`config.mk`:
```
export PLATFORM = sky130hd
export DESIGN_NAME = mem_lsu_ctrl
export DESIGN_NICKNAME = d
export VERILOG_FILES = /design/src/rtl/mem_lsu_ctrl.sv
export SDC_FILE = /design/constraint.sdc
export NUM_CORES = 1
export LEC_CHECK = 0
export ABC_AREA = 1
export ABC_CLOCK_PERIOD_IN_PS = 3050
export BUFFER_PORTS_ARGS = -buffer_cell sky130_fd_sc_hd__buf_2
export CAP_MARGIN = 20
export CORE_ASPECT_RATIO = 1.4
export CORE_UTILIZATION = 45
export DETAILED_ROUTE_END_ITERATION = 6
export HOLD_SLACK_MARGIN = 0.03
export PLACE_DENSITY_LB_ADDON = 0.25
export SLEW_MARGIN = 20
export SYNTH_ARGS = -nofsm -noshare
export SYNTH_HDL_FRONTEND = slang
export SYNTH_SLANG_ARGS = --single-unit
```
`constraint.sdc`:
```
create_clock -name clk -period 3.05 [get_ports clk]
set_input_delay 0.61 -clock clk [delete_from_list [all_inputs] [get_ports clk]]
set_output_delay 0.61 -clock clk [all_outputs]
set_load 0.01 [all_outputs]
```
`src/rtl/mem_lsu_ctrl.sv`:
```
// Memory-stage load/store controller: one access per M-stage instruction over a req/ack data bus.
// Latency: request sampled in IDLE, bus_req next cycle, result pulse the cycle after bus_ack (minimum 2 stall cycles).
// Backpressure: stall holds the pipeline while the bus is busy; a flushed access drains silently before IDLE.
//
// Ports:
//   clk, reset (async, active-low)
//   req_valid/req_op/req_addr/req_wdata : M-stage access; req_op = {store, unsigned, size[1:0]}
//   flush                                : kill the current access
//   stall                                : hold F/D/E/M pipeline registers
//   resp_valid/resp_rdata                : one-cycle completion pulse with extended load data
//   exc_valid/exc_code                   : one-cycle fault pulse (4=AdEL, 5=AdES, 7=DBE)
//   bus_req/bus_we/bus_addr/bus_wdata/bus_byteen : registered bus request, stable during BUSY
//   bus_ack/bus_err/bus_rdata            : bus completion, failure and read data
module mem_lsu_ctrl #(
  parameter int DATA_W  = 32,
  parameter int ADDR_W  = 32,
  parameter int TIMEOUT = 255,
  parameter int TO_W    = 8
) (
  input  logic                clk,
  input  logic                reset,
  input  logic                req_valid,
  input  logic [3:0]          req_op,
  input  logic [ADDR_W-1:0]   req_addr,
  input  logic [DATA_W-1:0]   req_wdata,
  input  logic                flush,
  output logic                stall,
  output logic                resp_valid,
  output logic [DATA_W-1:0]   resp_rdata,
  output logic                exc_valid,
  output logic [4:0]          exc_code,
  output logic                bus_req,
  output logic                bus_we,
  output logic [ADDR_W-1:0]   bus_addr,
  output logic [DATA_W-1:0]   bus_wdata,
  output logic [DATA_W/8-1:0] bus_byteen,
  input  logic                bus_ack,
  input  logic                bus_err,
  input  logic [DATA_W-1:0]   bus_rdata
);

  localparam int L  = DATA_W / 8;
  localparam int LW = $clog2(L);

  localparam logic [4:0] EXC_ADEL = 5'd4;
  localparam logic [4:0] EXC_ADES = 5'd5;
  localparam logic [4:0] EXC_DBE  = 5'd7;

  typedef enum logic [1:0] {IDLE, BUSY, DRAIN, DONE} state_t;

  state_t            state_q, state_d;
  logic [TO_W-1:0]   to_q;
  logic [LW-1:0]     lane_q;
  logic [2:0]        op_q;

  logic [LW-1:0]     lane;
  logic [1:0]        size;
  logic              misaligned;
  logic [L-1:0]      be_d;
  logic [DATA_W-1:0] wd_d;
  logic [DATA_W-1:0] rsh;
  logic [DATA_W-1:0] ext;
  logic              to_hit;
  logic              bus_end;

  logic              start;
  logic              fin_ok;
  logic              fin_exc;
  logic [4:0]        code_d;
  logic              drop_req;

  assign lane = req_addr[LW-1:0];
  assign size = req_op[1:0];

  // A dword access cannot exist on a 32-bit bus, so it always faults there.
  always_comb begin
    misaligned = 1'b0;
    case (size)
      2'd0:    misaligned = 1'b0;
      2'd1:    misaligned = lane[0];
      2'd2:    misaligned = |lane[1:0];
      default: misaligned = (DATA_W == 32) || (|lane);
    endcase
  end

  always_comb begin
    be_d = '1;
    wd_d = req_wdata;
    case (size)
      2'd0: begin
        be_d = L'(1) << lane;
        wd_d = {(DATA_W/8){req_wdata[7:0]}};
      end
      2'd1: begin
        be_d = L'(3) << lane;
        wd_d = {(DATA_W/16){req_wdata[15:0]}};
      end
      2'd2: begin
        be_d = L'(15) << lane;
        wd_d = {(DATA_W/32){req_wdata[31:0]}};
      end
      default: begin
        be_d = '1;
        wd_d = req_wdata;
      end
    endcase
  end

  // Load data is aligned to bit 0 using the lane captured at request time.
  assign rsh = bus_rdata >> {lane_q, 3'b000};

  always_comb begin
    ext = rsh;
    case (op_q[1:0])
      2'd0: begin
        if (op_q[2]) ext = DATA_W'(rsh[7:0]);
        else         ext = DATA_W'($signed(rsh[7:0]));
      end
      2'd1: begin
        if (op_q[2]) ext = DATA_W'(rsh[15:0]);
        else         ext = DATA_W'($signed(rsh[15:0]));
      end
      2'd2: begin
        if (op_q[2]) ext = DATA_W'(rsh[31:0]);
        else         ext = DATA_W'($signed(rsh[31:0]));
      end
      default: ext = rsh;
    endcase
  end

  // to_q is 0 in the first BUSY cycle, so the TIMEOUT-th waiting cycle is the last.
  assign to_hit  = (to_q == TO_W'(TIMEOUT - 1));
  assign bus_end = bus_err | bus_ack | to_hit;

  assign stall = ((state_q == IDLE) & req_valid & ~flush) |
                 (state_q == BUSY) | (state_q == DRAIN);

  always_ff @(posedge clk or negedge reset) begin
    if (!reset) state_q <= IDLE;
    else        state_q <= state_d;
  end

  always_comb begin
    state_d  = state_q;
    start    = 1'b0;
    fin_ok   = 1'b0;
    fin_exc  = 1'b0;
    code_d   = 5'd0;
    drop_req = 1'b0;
    case (state_q)
      IDLE: begin
        if (req_valid && !flush) begin
          if (misaligned) begin
            state_d = DONE;
            fin_exc = 1'b1;
            code_d  = req_op[3] ? EXC_ADES : EXC_ADEL;
          end else begin
            state_d = BUSY;
            start   = 1'b1;
          end
        end
      end
      BUSY: begin
        if (flush) begin
          // A killed access still has to finish on the bus before we can reuse it.
          if (bus_end) begin
            state_d  = IDLE;
            drop_req = 1'b1;
          end else begin
            state_d = DRAIN;
          end
        end else if (bus_err) begin
          state_d  = DONE;
          fin_exc  = 1'b1;
          code_d   = EXC_DBE;
          drop_req = 1'b1;
        end else if (bus_ack) begin
          state_d  = DONE;
          fin_ok   = 1'b1;
          drop_req = 1'b1;
        end else if (to_hit) begin
          state_d  = DONE;
          fin_exc  = 1'b1;
          code_d   = EXC_DBE;
          drop_req = 1'b1;
        end
      end
      DRAIN: begin
        if (bus_end) begin
          state_d  = IDLE;
          drop_req = 1'b1;
        end
      end
      // The request visible during DONE is the instruction being retired.
      DONE:    state_d = IDLE;
      default: state_d = IDLE;
    endcase
  end

  always_ff @(posedge clk or negedge reset) begin
    if (!reset) begin
      resp_valid <= 1'b0;
      resp_rdata <= '0;
      exc_valid  <= 1'b0;
      exc_code   <= 5'd0;
      bus_req    <= 1'b0;
      bus_we     <= 1'b0;
      bus_addr   <= '0;
      bus_wdata  <= '0;
      bus_byteen <= '0;
      to_q       <= '0;
      lane_q     <= '0;
      op_q       <= '0;
    end else begin
      resp_valid <= fin_ok;
      exc_valid  <= fin_exc;
      exc_code   <= fin_exc ? code_d : 5'd0;
      if (fin_ok) resp_rdata <= ext;
      if (start) begin
        bus_req    <= 1'b1;
        bus_we     <= req_op[3];
        bus_addr   <= req_addr & ~ADDR_W'(L - 1);
        bus_wdata  <= wd_d;
        bus_byteen <= be_d;
        lane_q     <= lane;
        op_q       <= req_op[2:0];
        to_q       <= '0;
      end else begin
        if (drop_req) bus_req <= 1'b0;
        if (state_q == BUSY || state_q == DRAIN) to_q <= to_q + TO_W'(1);
      end
    end
  end

endmodule
```
# Word level (Yosys, flattened, before mapping)
# Cells that the tools add are included.
# word_totals
inputBits,106
register_bits,122
# op_classes
n_mux,47
bitwise,7
n_reduce_logical,10
n_eq_ne,10
n_addsub,1
shifts,4
# ops
op,count
one-hot mux 32 bit (2 select lines),2
two-way mux 32 bit,2
>> shifter 32 x 5 -> 32 bit,1
two-way mux 1 bit,20
two-way mux 3 bit,6
two-way mux 2 bit,8
two-way mux 8 bit,2
one-hot mux 4 bit (3 select lines),1
"adder 8 x 1 -> 8 bit, second input constant",1
"equality test 8 bit, second input constant",1
one-hot mux 2 bit (4 select lines),1
"equality test 2 x 1 -> 1 bit, second input constant",3
"equality test 2 bit, second input constant",3
zero test 2 bit,3
one-hot mux 3 bit (2 select lines),1
two-way mux 5 bit,1
"!= test 5 bit, second input constant",1
OR 1 bit,4
one-hot mux 1 bit (2 select lines),2
nonzero test 2 bit,2
"left shift 1 x 2 -> 4 bit, first input constant",1
"left shift 2 x 2 -> 4 bit, first input constant",1
"left shift 4 x 2 -> 4 bit, first input constant",1
one-hot mux 1 bit (3 select lines),1
9 further kinds,10

# Logic depth before layout (Yosys ltp)
# Gate-level depths: netlist (run 1).
# depth
ltp_word,8
ltp_mapped,11
depth_no_buf,11

# Least setup slack after synthesis (run 1)
# No wires, ideal clock.
# synth_timing
path_type,input -> register
from,in req_op[1]
to,reg bus_addr[10]
arrival_time_ns,1.727
setup_time_ns,0.116
cell_stages,11
path_buffers,3
path_slack_ns,1.207
path_cell_list,inv_1 > ha_1 > buf_6 > nand2_1 > inv_2 > o21ai_2 > nand3_4 > buf_6 > buf_6 > nand2_1 > nand2_1
# synth_between
elab_chain_len,5
elab_cells_between_ends,7
classes_between,eq/ne: 2; mux: 4; reduce/logical: 1
# synth_rtl
item,line,rtl
start: declaration,23,"input logic [3:0] req_op,"
"equality test 2 bit, or another cell as far along",78,case (size)
one-hot mux 1 bit (3 select lines) *,78,
two-way mux 1 bit *,153,if (misaligned) begin
two-way mux 1 bit *,152,if (req_valid && !flush) begin
two-way mux 1 bit *,150,case (state_q)
end signal: assignment,222,bus_addr <= req_addr & ~ADDR_W'(L - 1);
end: declaration,34,"output logic [ADDR_W-1:0] bus_addr,"
# Every way passes the cells marked *; elsewhere a longest branch is shown, timed or not.
# A chain may end at the register's enable or synchronous reset.

# Final worst setup path (run 1)
# layout_timing
from,reg state_q[0]
to,out stall
# layout_between
elab_chain_len,5
elab_cells_between_ends,7
classes_between,eq/ne: 2; bitwise: 4; reduce/logical: 1
# layout_rtl
item,line,rtl
start: declaration,51,"state_t state_q, state_d;"
start signal: assignment,140,else state_q <= state_d;
zero test 2 bit,135,assign stall = ((state_q == IDLE) & req_valid & ~flush) |
bitwise AND 1 bit (2 in series),135,
OR 1 bit,135,
OR 1 bit *,136,(state_q == BUSY) | (state_q == DRAIN);
end: declaration,27,"output logic stall,"
# Marks and branches as above.

==> impl.org, run 1 <==
** Yosys
- XOR/XNOR share of the synthesized area :: 0.00296
- The mapped netlist covers 5930 um^2.
- Synth top cells by count :: sky130_fd_sc_hd__nand2_1, sky130_fd_sc_hd__dfrtp_1, sky130_fd_sc_hd__o21ai_0
- Adder-cell share of the synthesized area :: 0.0211
- Multiplexer fraction of the synthesized cell area :: 0
- Count of state elements after synthesis :: 119
- Leading post-synthesis cells by cell area :: sky130_fd_sc_hd__dfrtp_1, sky130_fd_sc_hd__nand2_1, sky130_fd_sc_hd__o21ai_0, sky130_fd_sc_hd__inv_1, sky130_fd_sc_hd__a21oi_1
- The share of synthesized area in the top cell type comes to 0.503.
- Fraction of synthesis flops using an asynchronous set or reset pin :: 1.00
- The area fraction in compound gates after synthesis is 0.121.
- Dominant combinational cell family by area after synthesis :: simple AND/OR/NAND/NOR gates
- For this run, the register share of the synthesized area comes to 0.503.
- Of the total synthesized cell area, the portion taken by AND, OR, NAND and NOR gates is 0.261.
- The most common cell in the synthesized netlist is sky130_fd_sc_hd__nand2_1.
- Counting every instance in the synthesized netlist gives 752.
- In this run the mean area of a mapped cell was 7.88 um^2.
- Yosys cell types :: 32
- Cell accounting for the most synthesized area :: sky130_fd_sc_hd__dfrtp_1
- In the synthesized netlist the dominant register cell turns out to be sky130_fd_sc_hd__dfrtp_1.
- Number of warnings issued by yosys :: 0
- Counting flops with a built-in enable in the synthesized netlist gives 0.

** Finish
- 0 antenna diodes ended up in the layout.
- Compared with the post-synthesis result, the final layout area differs by 28.1%.
- Core utilization of the finished layout :: 0.590
- Number of nets in the layout :: 1070
- Fraction of final layout cells with drive strength greater than 1 :: 0.303

** Clock tree
- After clock tree synthesis, the clock-pin slew on the worst setup and hold paths is 0.06 ns.
- Buffer depth of the longest clock path :: 2
- Clock Latency Late Sink :: 0.41 ns
- Setup Fix Bufs, Post-CTS :: 0
- The clock drives 119 sinks.
- Clock Tree Root :: sky130_fd_sc_hd__clkbuf_16
- TritonCTS created 17 clock buffers.
- After clock tree synthesis, the repair step resized 0 gates.
- TritonCTS clock tree :: done
- Post-CTS Hold Buffers :: 0
- H-tree depth reported by CTS :: 4

** Worst setup path
- Ordered cell list for the critical path :: inv_1, ha_1, inv_1, nor2_2, inv_1, nand3_1, buf_2
- Endpoint kind of the worst setup timing path :: output port
- Worst EP arrival :: 1.72 ns
- Required time reported for the critical path endpoint :: 2.44 ns
- STA classifies the critical path startpoint as a flip-flop.
- Worst Path Class, Setup :: reg -> out
- On the worst path, the slowest cell contributes a delay of 0.40 ns.
- Along the worst path, the maximum fanout reaches 5.
- The cell that appears most often on the critical path is sky130_fd_sc_hd__inv_1.
- Max stage delay cell, worst path :: sky130_fd_sc_hd__dfrtp_1

** Outcome
- Status :: finished, final reports clean

** Place
- At the end of routability-driven placement, the weighted congestion stood at 0.852.
- Number of port buffers :: 211
- The wire-length estimate of the detail-placed layout is 11.6 mm.

** Detailed routing
- Dividing the detail-routed wire length by the instance count gives 14.2 um.
- Iteration-0 DRC count of the detailed router :: 231
- Dividing the detail-routed via count by the number of cells gives 4.89.
- DRC violations left :: 0
- The first TritonRoute pass finished after 5 iterations.
- Total via count after detailed routing :: 5473
- Final Routed Wirelength :: 15.9 mm
- The count of nets left with antenna violations once routing finished came out at 0.

** Timing
- The clock arrives with 0.00920 ns of skew.
- Setup violations remaining at the end of the flow were counted as 0.
- At the pin with the least slew margin, the transition time is 1.03 ns.
- RSZ-0062 raised after global routing :: no
- The number of endpoints with negative hold slack in the final report is 0.
- Relative slew margins :: 0.311
- Portion of the clock cycle consumed by the worst path in the final layout :: 0.765
- Fmax :: 0.429 GHz
- Setup total negative slack on the finished layout was measured at 0 ns.
- Final max-slew violation count :: 0
- Min cycle time layout :: 2.33 ns

** Floorplanning
- The floorplan step set the die height to 138 um.
- # IOs :: 216
- Site row count :: 49
- The die covers 13600 um^2.
- The die is 99.0 um wide.
- The initial utilization of the core area, before any placement, comes to 0.460.
- After floorplanning, the core was sized to cover 12900 um^2.

** Pwr
- Power Total :: 0.00773 W
- In this run the power density over the cells is 1020 nW/um^2.
- P_leak :: 4.31 nW
- Maximum ir drop on the vdd rail :: 0.494 mV

** Global routing
- Final global-route overflow total :: 0
- Wire length of the first global-routing pass :: 25.4 mm
- The via count of the first global-routing pass came to 5272.
- Entering global routing, the biggest net connects 66 pins.
- In the global route stage, overall resource usage came out at 0.241.
- The number of antenna violations at the first check in global routing came to 0.

** Run
- Max cap viols :: 0

** Hold path
- Hold Crit Class :: in -> async
==> sequential cells by signal, summed over array words and instances, names as in the netlist <==
register	cells
bus_we	1
bus_byteen	4
to_q	8
op_q	3
resp_valid	1
bus_addr	30
exc_code	3
bus_req	1
lane_q	2
resp_rdata	32
state_q	2
bus_wdata	32
==> cell type report <==
type | count | area, um^2
Fill cell | 1236 | 5280
Inverter | 75 | 284
Clock inverter | 12 | 116
Tap cell | 153 | 191
Sequential cell | 119 | 2980
Multi-Input combinational cell | 520 | 2420
Clock buffer | 20 | 467
Timing Repair Buffer | 221 | 1130
==> cell families (layout without fill, tap and decap cells) <==
group	after synthesis	in the layout
XOR/XNOR	2	2
other	1	4
AO/OA/AOI/OAI	138	138
adder cells (fa/ha/maj)	10	10
flip-flops	119	119
AND/OR/NAND/NOR	366	366
buffers and inverters	116	328
==> cells in the final DEF (no fill, tap or decap), types with 17 or more instances in the layout <==
| cell type | count |
|---|---|
| sky130_fd_sc_hd__o21ai_0 | 76 |
| sky130_fd_sc_hd__nor2_1 | 29 |
| sky130_fd_sc_hd__dfrtp_1 | 119 |
| sky130_fd_sc_hd__nand2_1 | 262 |
| sky130_fd_sc_hd__a21oi_1 | 45 |
| sky130_fd_sc_hd__clkbuf_16 | 17 |
| sky130_fd_sc_hd__or2_2 | 27 |
| sky130_fd_sc_hd__nand3_1 | 36 |
| sky130_fd_sc_hd__buf_2 | 210 |
| sky130_fd_sc_hd__inv_1 | 69 |
==> stage by stage <==
| step | instance area, um^2 | setup WS, ns | hold slack, ns | std cells |
|---|---|---|---|---|
| floorplan | 5940 | 1.21 | 0.314 | 755 |
| global placement | 7010 | 0.697 | 0.458 | 1088 |
| detailed placement | 7010 | 0.646 | 0.460 | 1088 |
| CTS | 7590 | 0.679 | 0.223 | 1120 |
| global route | 7590 | 0.589 | 0.241 | 1120 |
| finish | 7590 | 0.718 | 0.205 | 1120 |
==> worst max-delay path, delay by kind of cell (launching register included) <==
kind	cells	cell delay, ns
fa+ha+maj	1	0.24
buf+inv	4	0.36
simple gates	2	0.31
flops	1	0.40
==> per-layer routing <==
layer | track usage | vias up | share of wire
met5 | 0 | - | 0
met4 | 0.105 | 0 | 0.026
met3 | 0.0553 | 29 | 0.060
met2 | 0.422 | 206 | 0.51
met1 | 0.284 | 2478 | 0.40
li1 | - | 2760 | -
==> where the power goes <==
part	switching, W	internal, W	total, W
Sequential	0.000405	0.00233	0.00274
Combinational	0.00183	0.00120	0.00303
Clock	0.000765	0.00120	0.00196
Total	0.00300	0.00473	0.00773
==> path summary, 6_finish.rpt <==
| path | start | endpoint | slack, ns | cells after the start |
|---|---|---|---|---|
| max in group asynchronous | reset | bus_wdata[30] | 2.12 | 2 |
| hold / removal | reset | resp_rdata[12] | 0.20 | 1 |
| hold reg to reg | bus_wdata[22] | bus_wdata[22] | 0.47 | 2 |
| min in group clk | req_addr[2] | bus_addr[2] | 0.39 | 3 |
| setup reg to reg | state_q[1] | resp_rdata[15] | 1.04 | 9 |
| setup / recovery | state_q[0] | stall | 0.72 | 7 |
(Power assumes the default switching activity.)
==> run 2, diff against run 1 <==
--- a/config.mk
+++ b/config.mk
@@ -5,8 +5,8 @@
 export SDC_FILE = /design/constraint.sdc
 export NUM_CORES = 1
 export LEC_CHECK = 0
-export ABC_AREA = 1
-export ABC_CLOCK_PERIOD_IN_PS = 3050
+export ABC_AREA = 0
+export ABC_CLOCK_PERIOD_IN_PS = 2200
 export BUFFER_PORTS_ARGS = -buffer_cell sky130_fd_sc_hd__buf_2
 export CAP_MARGIN = 20
 export CORE_ASPECT_RATIO = 1.4
==> constraint.sdc (replaced) <==
create_clock -name clk -period 2.2 [get_ports clk]
set_input_delay 0.44 -clock clk [delete_from_list [all_inputs] [get_ports clk]]
set_output_delay 0.44 -clock clk [all_outputs]
set_load 0.01 [all_outputs]
==> run 2 against run 1 <==
  * First-iteration DRC count decreased by 19%
  * Die area decreased by 4.9%
  * Wire length decreased by 7.7%
  * Count of clock-buffer cells in the layout increased by 1
  * Combinational power increased by 31%
  * Largest cell class unchanged
  * Register-to-register slack got worse by 0.85 ns
==> impl.org, run 2 <==
** Timing
- Subtracting the final worst setup slack from the clock period gives 2.01 ns.
- In the finished design, the share of the clock period the worst path needs comes to 0.915.
- The number of max-slew violations in the final report is 0 (unchanged).
- The slew of the pin with the lowest slew margin came to 0.529 ns (-0.501 ns).
- The final clock skew came to 0.00544 ns (-0.00376 ns).
- Count of endpoints failing setup in the final report :: 0 (unchanged)
- The summed negative setup slack over all endpoints came to 0 ns (unchanged).
- Final hold viol count :: 0 (unchanged)
- Setup repair after global routing left no endpoint under its margin.
- The relative slew slack came to 0.645 (+0.335).
- For this run, the top clock speed supported by timing is 0.497 GHz.

** Place
- Detail Placement HPWL :: 11.0 mm (-4.8%)
- Number of port buffers :: 211 (unchanged)
- Dpl cells :: 860 (-21%)
- Last weighted congestion value of the routability-driven placer :: 0.877 (+2.9%)

** Global routing
- The remaining global-route overflow came to 0 (unchanged).
- The overall track demand over capacity in global routing was 0.232 (-0.00927).
- The met2 usage is 0.408 (-0.0139).
- Busiest layer in global routing :: met2
- The wire length of the first global-routing pass is 22.7 mm (-11%).
- The number of antenna violations at the first check in global routing was 0 (unchanged).
- Vias in the first global route :: 4578 (-13%)
- The global-route met1 utilization came to 0.262 (-0.0219).
- Met3 global-route usage :: 0.0516 (-0.00371)
- Pin count of the biggest net entering global routing :: 86 (+30%)

** Clock tree
- Num CTS Buffers :: 17 (unchanged)
- Clock Tree Root :: sky130_fd_sc_hd__clkbuf_16
- The number of H-tree branching levels was 4 (unchanged).
- The maximum count of clock buffers along a single path came to 2 (unchanged).
- TritonCTS built the clock tree.
- The clock sink count is 119 (unchanged).
- Clock Latency Late Sink :: 0.41 ns (about the same)
- Clock edge transition at the registers on the reported setup and hold paths :: 0.06 ns (about the same)

** Pwr
- The portion of total power attributed to sequential cells was 0.361 (+0.007).
- The part of the total power dissipated in the clock network came to 0.272 (+0.018).
- Net switching power :: 0.00372 W (+24%)
- The power density of the placed cells is 1430 nW/um^2 (+41%).
- Switching part of the total power :: 0.345 (-0.0435)
- The leakage power figure came to 3.86 nW (-10%).
- The internal power contribution is 0.00706 W (+49%).
- Maximum ir drop on the vdd rail :: 0.565 mV (+14%)
- The part of the total power dissipated in combinational logic was 0.367 (-0.025).

** Detailed routing
- The total vias in the final route came to 4796 (-12%).
- The detailed-routing iteration count for the pre-antenna-repair pass came to 5 (unchanged).
- Average detailed-routed wire length per instance :: 16.5 um (+16%)
- The final routed DRC violation total is 0 (unchanged).
- Iteration-0 DRC count of the detailed router :: 187 (-19%)
- The count of antenna-violating nets left after detailed routing came to 0 (unchanged).
- The aggregate routed wire length came to 14.7 mm (-7.7%).
- Mean number of vias per cell :: 5.36 (+9.8%)

** Yosys
- The most used flip-flop cell after synthesis is sky130_fd_sc_hd__dfrtp_1.
- The number of standard cells after synthesis is 515 (-32%).
- Yosys cell types :: 48 (+50%)
- Syn Area/Cell :: 10.9 um^2 (+39%)
- Number of warnings issued by yosys :: 0 (unchanged)
- The area fraction of the dominant cell type after synthesis came to 0.529 (+0.0262).
- Leading post-synthesis cells by cell area :: sky130_fd_sc_hd__dfrtp_1, sky130_fd_sc_hd__mux2_2, sky130_fd_sc_hd__mux2i_1, sky130_fd_sc_hd__o21ai_0, sky130_fd_sc_hd__nand2_1
- Sorting the synthesized cells by how often they occur yields sky130_fd_sc_hd__dfrtp_1, sky130_fd_sc_hd__nand2_1, sky130_fd_sc_hd__mux2_2.
- The portion of the post-synthesis area used by sequential elements was 0.529 (+0.0262).
- The cell area after technology mapping is 5630 um^2 (-5.0%).
- Fraction of synthesis flops using an asynchronous set or reset pin :: 1.00 (unchanged)
- The number of synthesized flops with an enable pin was 0 (unchanged).
- Yosys instantiated no cell more often than sky130_fd_sc_hd__dfrtp_1.
- Cell accounting for the most synthesized area :: sky130_fd_sc_hd__dfrtp_1
- Count of state elements after synthesis :: 119 (unchanged)

** Worst setup path
- Critical Path Max Stage Delay :: 0.44 ns (+0.04 ns)
- Max stage delay cell, worst path :: sky130_fd_sc_hd__or3_4
- Critical path fanouts, max :: 8 (+3)
- In this run the critical register-to-register path is launched from state_q[1].
- The data required time at the worst endpoint came to 2.50 ns (+0.06 ns).
- The arrival time of the worst setup path came to 2.31 ns (+0.59 ns).
- Register-to-register path setup slack :: 0.19 ns (-0.85 ns)
- Ordered cell list for the critical path :: inv_1, ha_1, nand4bb_1, or3_4, a211o_2, o311ai_1
- Endpoint kind of the worst setup timing path :: flip-flop
- In this run the worst setup path begins at state_q[1].
- Worst Setup Start Kind :: flip-flop
- Worst Path Class, Setup :: reg -> reg

** Outcome
- The run finished with clean final reports.

** Floorplanning
- The area of the core is 12300 um^2 (-4.8%).
- Starting density of the core :: 0.460 (-0.000592)
- The area of the die is 13000 um^2 (-4.9%).
- Site row count :: 48 (-2.0%)
- Height of the chip :: 134 um (-2.5%)
- # IOs :: 216 (unchanged)
- The die width is 96.5 um (-2.5%).

** Finish
- Multi-input combinational cell area :: 2450 um^2 (+1.2%)
- The number of antenna repair diodes is 0 (unchanged).
- Filler Cells Inserted :: 1086 (-12%)
- Most frequent cells in the layout :: sky130_fd_sc_hd__buf_2, sky130_fd_sc_hd__dfrtp_1, sky130_fd_sc_hd__nand2_1
- Number of nets in the layout :: 847 (-21%)
- The sequential cell area in the final layout came to 2980 um^2 (unchanged).
- The library cell used most frequently in the layout, excluding fill and tap cells, is sky130_fd_sc_hd__buf_2.
- Fraction of final layout cells with drive strength greater than 1 :: 0.430 (+0.127)
- The largest registers in the layout are bus_wdata (32), resp_rdata (32), bus_addr (30).
- Final Non-Filler Cells :: 894 (-20%)
- The area growth from synthesis to layout is 33.4%.

** Hold path
- Hold Crit Class :: in -> reg
- The startpoint identified for the worst hold timing path is req_addr[29].

** Run
- The number of max-cap violations is 0 (unchanged).
-- run 2: layout make-up --
cell class | instances | area share
multi-input cells | 356 | 0.326
flip-flops and latches | 119 | 0.396
clock inverters | 11 | 0.0228
well taps | 150 | 0.0250
clock buffers | 21 | 0.0613
repair buffers | 229 | 0.164
inverters | 8 | 0.00400
-- run 2: per-layer routing --
metal / part of all wire / wire, um
met2: 0.54 / 7960
met5: 0 / 0
met1: 0.37 / 5510
met3: 0.061 / 899
met4: 0.024 / 354
-- run 2: power by group through the flow --
stage          clock (W)  sequential (W)  combinational [W]
2_1_floorplan          0         0.00425            0.00198
3_3_place_gp           0         0.00385            0.00386
3_5_place_dp           0         0.00391            0.00398
4_1_cts          0.00299         0.00389            0.00399
5_1_grt          0.00309         0.00401            0.00437
6_report         0.00294         0.00389            0.00396
-- run 2: worst max-delay path: cells and delay by family (launching register included) --
| family | cells | cell delay, ns |
|---|---|---|
| simple gates | 2 | 0.74 |
| compound gates | 2 | 0.48 |
| flops | 1 | 0.37 |
| buf+inv | 1 | 0.10 |
| fa+ha+maj | 1 | 0.22 |
-- run 2: metrics by stage --
stage | total power [W] | hold slack (ns) | utilization | setup slack (ns) | instance area (um^2)
2_1_floorplan | 0.00623 | 0.144 | - | 0.393 | 5640
3_3_place_gp | 0.00771 | 0.408 | 0.560 | 0.186 | 6860
3_5_place_dp | 0.00789 | 0.417 | 0.560 | 0.0465 | 6860
4_1_cts | 0.0109 | 0.246 | 0.612 | 0.0188 | 7500
5_1_grt | 0.0115 | 0.251 | 0.613 | 0.0332 | 7510
6_report | 0.0108 | 0.261 | 0.613 | 0.187 | 7510
-- run 2: cell families (layout without fill, tap and decap cells) --
kind of cell | after synthesis | in the layout | synth area share
and+or+nand+nor | 144 | 144 | 0.115
DFF | 119 | 119 | 0.529
AOI/OAI and AO/OA | 112 | 112 | 0.127
muxes | 79 | 79 | 0.155
buffers and inverters | 43 | 269 | 0.0409
adders and majority gates | 10 | 10 | 0.0222
xor gates and xnor gates | 7 | 7 | 0.0109
other | 1 | 4 | 0.000666
-- run 2: what timing repair did --
action	CTS	global route
endpoints found under the hold margin	28	0
buffers inserted	0	1
hold buffers	1	0
resized for setup	0	2
setup endpoints to repair	0	8
-- run 2: worst paths after layout --
| kind | to | cells after the start |
|---|---|---|
| setup / recovery | resp_rdata[23] | 6 |
| hold / removal | bus_addr[29] | 2 |
| setup reg to reg | resp_rdata[23] | 6 |
| hold reg to reg | bus_wdata[21] | 2 |
| max in group asynchronous | bus_addr[6] | 3 |
| min in group asynchronous | resp_rdata[27] | 2 |
==> run 3, diff against run 2 <==
--- a/config.mk
+++ b/config.mk
@@ -5,12 +5,13 @@
 export SDC_FILE = /design/constraint.sdc
 export NUM_CORES = 1
 export LEC_CHECK = 0
-export ABC_AREA = 0
+export ABC_AREA = 1
 export ABC_CLOCK_PERIOD_IN_PS = 2200
 export BUFFER_PORTS_ARGS = -buffer_cell sky130_fd_sc_hd__buf_2
 export CAP_MARGIN = 20
 export CORE_ASPECT_RATIO = 1.4
 export CORE_UTILIZATION = 45
+export CTS_BUF_LIST = sky130_fd_sc_hd__clkbuf_4
 export DETAILED_ROUTE_END_ITERATION = 6
 export HOLD_SLACK_MARGIN = 0.03
 export PLACE_DENSITY_LB_ADDON = 0.25
==> run 3 against run 2 <==
  * Final cell count up 26%
  * First-iteration DRC count up 22%
  * Combinational power increased by 8.3%
  * Clock skew up 0.018 ns
  * Non-clock buffer count shrank 1
  * Critical path type is now reg -> out
==> impl.org, run 3 (same netlist as run 1, synthesis figures left out) <==
** Outcome
- The run finished with clean final reports.

** Clock tree
- Buffer depth of the longest clock path :: 2 (unchanged)
- TritonCTS Sinks :: 119 (unchanged)
- The number of buffers added by the clock tree synthesis step came to 17 (unchanged).
- The worst-skew pair later-pin latency was 0.52 ns (+0.11 ns).
- The cell sitting at the root of the clock tree is a sky130_fd_sc_hd__clkbuf_4.
- TritonCTS clock tree :: done
- Clock edge transition at the registers on the reported setup and hold paths :: 0.12 ns (+0.06 ns)
- H-tree depth reported by CTS :: 4 (unchanged)

** Pwr
- Pwr Density :: 1320 nW/um^2 (-8.0%)
- The part of the total power dissipated in the clock network was 0.181 (-0.091).
- Internal cell power :: 0.00589 W (-17%)
- The part of the total power dissipated in combinational logic was 0.436 (+0.069).
- The proportion of total power due to net switching was 0.403 (+0.0574).
- Net switching power :: 0.00397 W (+6.7%)
- Maximum ir drop on the vdd rail :: 0.662 mV (+17%)
- The portion of total power attributed to sequential cells was 0.383 (+0.022).
- Power Total :: 0.00986 W (-8.5%)
- The leakage power figure is 4.24 nW (+10%).

** Worst setup path
- Critical path fanouts, max :: 5 (-3)
- Worst Setup Start Kind :: flip-flop
- The critical path is of the reg -> out type.
- STA classifies the critical path endpoint as an output port.
- The arrival time of the worst setup path was 1.62 ns (-0.69 ns).
- Required time reported for the critical path endpoint :: 1.76 ns (-0.74 ns)

** Place
- The number of port buffers is 211 (unchanged).
- The post-placement setup slack came to 0.313 ns (+0.266 ns).
- Detail Placement HPWL :: 11.4 mm (+3.3%)
- The final weighted congestion in routability-driven placement is 0.845 (-3.7%).

** Finish
- Registers with the most flip-flops :: bus_wdata (32), resp_rdata (32), bus_addr (30)
- Leaving out fill and tap cells, the most frequent cells in the layout are sky130_fd_sc_hd__nand2_1, sky130_fd_sc_hd__buf_2, sky130_fd_sc_hd__dfrtp_1.
- Filler Cells Inserted :: 1255 (+16%)
- The library cell used most frequently in the layout, excluding fill and tap cells, is sky130_fd_sc_hd__nand2_1.
- The fraction of final layout cells sized beyond drive strength 1 came to 0.307 (-0.123).
- The area growth from synthesis to layout is 26.1%.
- The count of nets after finishing is 1077 (+27%).

** Global routing
- All-Layer GR Usage :: 0.235 (+0.00313)
- Wire length of the first global-routing pass :: 24.7 mm (+9.1%)
- Final global-route overflow total :: 0 (unchanged)
- The number of antenna violations at the first check in global routing came to 1 (+1).
- The maximum number of pins on one net before global-route repair is 55 (-36%).
- Vias in the first global route :: 5172 (+13%)

** Timing
- Clock tree skew after final layout :: 0.0231 ns (+0.0177 ns)
- RSZ-0062 raised after global routing :: no
- Final worst-path setup slack :: 0.138 ns (-0.0498 ns)
- The relative slew slack was 0.322 (-0.323).
- Min cycle time layout :: 2.06 ns (+0.0498 ns)
- Count of endpoints failing setup in the final report :: 0 (unchanged)
- The period utilization is 0.937 (+0.0226).
- Fmax :: 0.485 GHz (-2.4%)
- Final max-slew violation count :: 0 (unchanged)
- The number of endpoints with negative hold slack in the final report was 0 (unchanged).
- Total Neg Setup Slack :: 0 ns (unchanged)
- Worst-margin pin slew :: 1.01 ns (+0.484 ns)

** Detailed routing
- The final routed DRC violation total is 0 (unchanged).
- The aggregate routed wire length came to 15.6 mm (+5.8%).
- The detailed router's first-iteration violation count came to 228 (+22%).
- The detailed-routing iteration count for the pre-antenna-repair pass was 4 (-1).
- The average wire per cell in the routed design is 13.8 um (-16%).
- The total vias in the final route came to 5477 (+14%).
- The count of antenna-violating nets left after detailed routing is 0 (unchanged).
- The detail-routed via count per cell was 4.86 (-9.5%).

** Run
- Max cap viols :: 0 (unchanged)

** Floorplanning
- Height of the chip :: 138 um (+2.5%)
- Floorplan die area :: 13600 um^2 (+5.1%)
- Core region area :: 12900 um^2 (+5.1%)
- # IOs :: 216 (unchanged)
- Starting density of the core :: 0.460 (+0.000592)
- The die width was 99.0 um (+2.5%).
- Site row count :: 49 (+2.1%)

** Hold path
- Hold Crit Class :: in -> reg
run 3: changes by cell type in the layout (fill, tap and decap cells not counted), moves of 25 or more:
| cell | delta |
|---|---|
| sky130_fd_sc_hd__o21ai_0 | +28 |
| sky130_fd_sc_hd__mux2_2 | -49 |
| sky130_fd_sc_hd__nand2_1 | +210 |
| sky130_fd_sc_hd__or2_2 | +25 |
| sky130_fd_sc_hd__mux2i_1 | -28 |
| sky130_fd_sc_hd__inv_1 | +62 |
run 3: repair_timing:
item                       in CTS  in global routing
buffers inserted                1                  1
pin swaps                       1                  0
hold endpoints to repair       36                  0
hold buffers                    1                  0
resized for setup               2                  1
setup endpoints to repair       1                  1
run 3: cell type report:
cell class | instances | area, um^2 | area share
timing repair buffer | 228 | 1250 | 0.168
inverter | 75 | 284 | 0.0380
sequential | 119 | 2980 | 0.399
antenna | 1 | 2.50 | 0.000335
tap | 153 | 191 | 0.0256
clock buffer | 19 | 143 | 0.0191
clock inverter | 13 | 180 | 0.0241
multi-input combinational | 520 | 2440 | 0.327
run 3: routing by layer:
layer  wire (um)  vias up  track usage
met2        7870      198        0.408
met1        6380     2475        0.278
met4         306        0       0.0995
met3        1020       26       0.0573
met5           0        -            0
li1            -     2778            -
run 3: worst max-delay path, cell delays in order (launching register included):
cell	delay (ns)
sky130_fd_sc_hd__dfrtp_1	0.42
sky130_fd_sc_hd__inv_1	0.13
sky130_fd_sc_hd__ha_4	0.17
sky130_fd_sc_hd__inv_1	0.06
sky130_fd_sc_hd__nor2_4	0.08
sky130_fd_sc_hd__inv_1	0.05
sky130_fd_sc_hd__nand3_1	0.06
sky130_fd_sc_hd__buf_2	0.13
run 3: path summary, 6_finish.rpt:
check                         startpoint             to  slack [ns]  cells after the start
min in group asynchronous          reset         bus_we        0.46                      2
hold / removal              req_addr[30]   bus_addr[30]        0.09                      3
setup reg to reg              state_q[1]  resp_rdata[9]        0.33                      9
max in group asynchronous          reset   bus_addr[20]        1.10                      3
setup / recovery              state_q[0]          stall        0.14                      7
hold reg to reg            bus_byteen[2]  bus_byteen[2]        0.48                      2
run 3: metrics by stage:
step                area, um^2  utilization  std cells  hold slack (ns)
finish                    7470        0.580       1128           0.0950
global route              7470        0.580       1128           0.0687
CTS                       7450        0.579       1126           0.0484
detailed placement        7100        0.552       1092            0.459
global placement          7100        0.552       1092            0.458
floorplan                 5940            -        755            0.144
run 3: power by group through the flow:
| stage | Sequential [W] | Combinational (W) | Clock [W] |
|---|---|---|---|
| 2_1_floorplan | 0.00422 | 0.00218 | 0 |
| 3_3_place_gp | 0.00380 | 0.00420 | 0 |
| 3_5_place_dp | 0.00381 | 0.00427 | 0 |
| 4_1_cts | 0.00378 | 0.00430 | 0.00182 |
| 5_1_grt | 0.00391 | 0.00485 | 0.00190 |
| 6_report | 0.00378 | 0.00429 | 0.00178 |
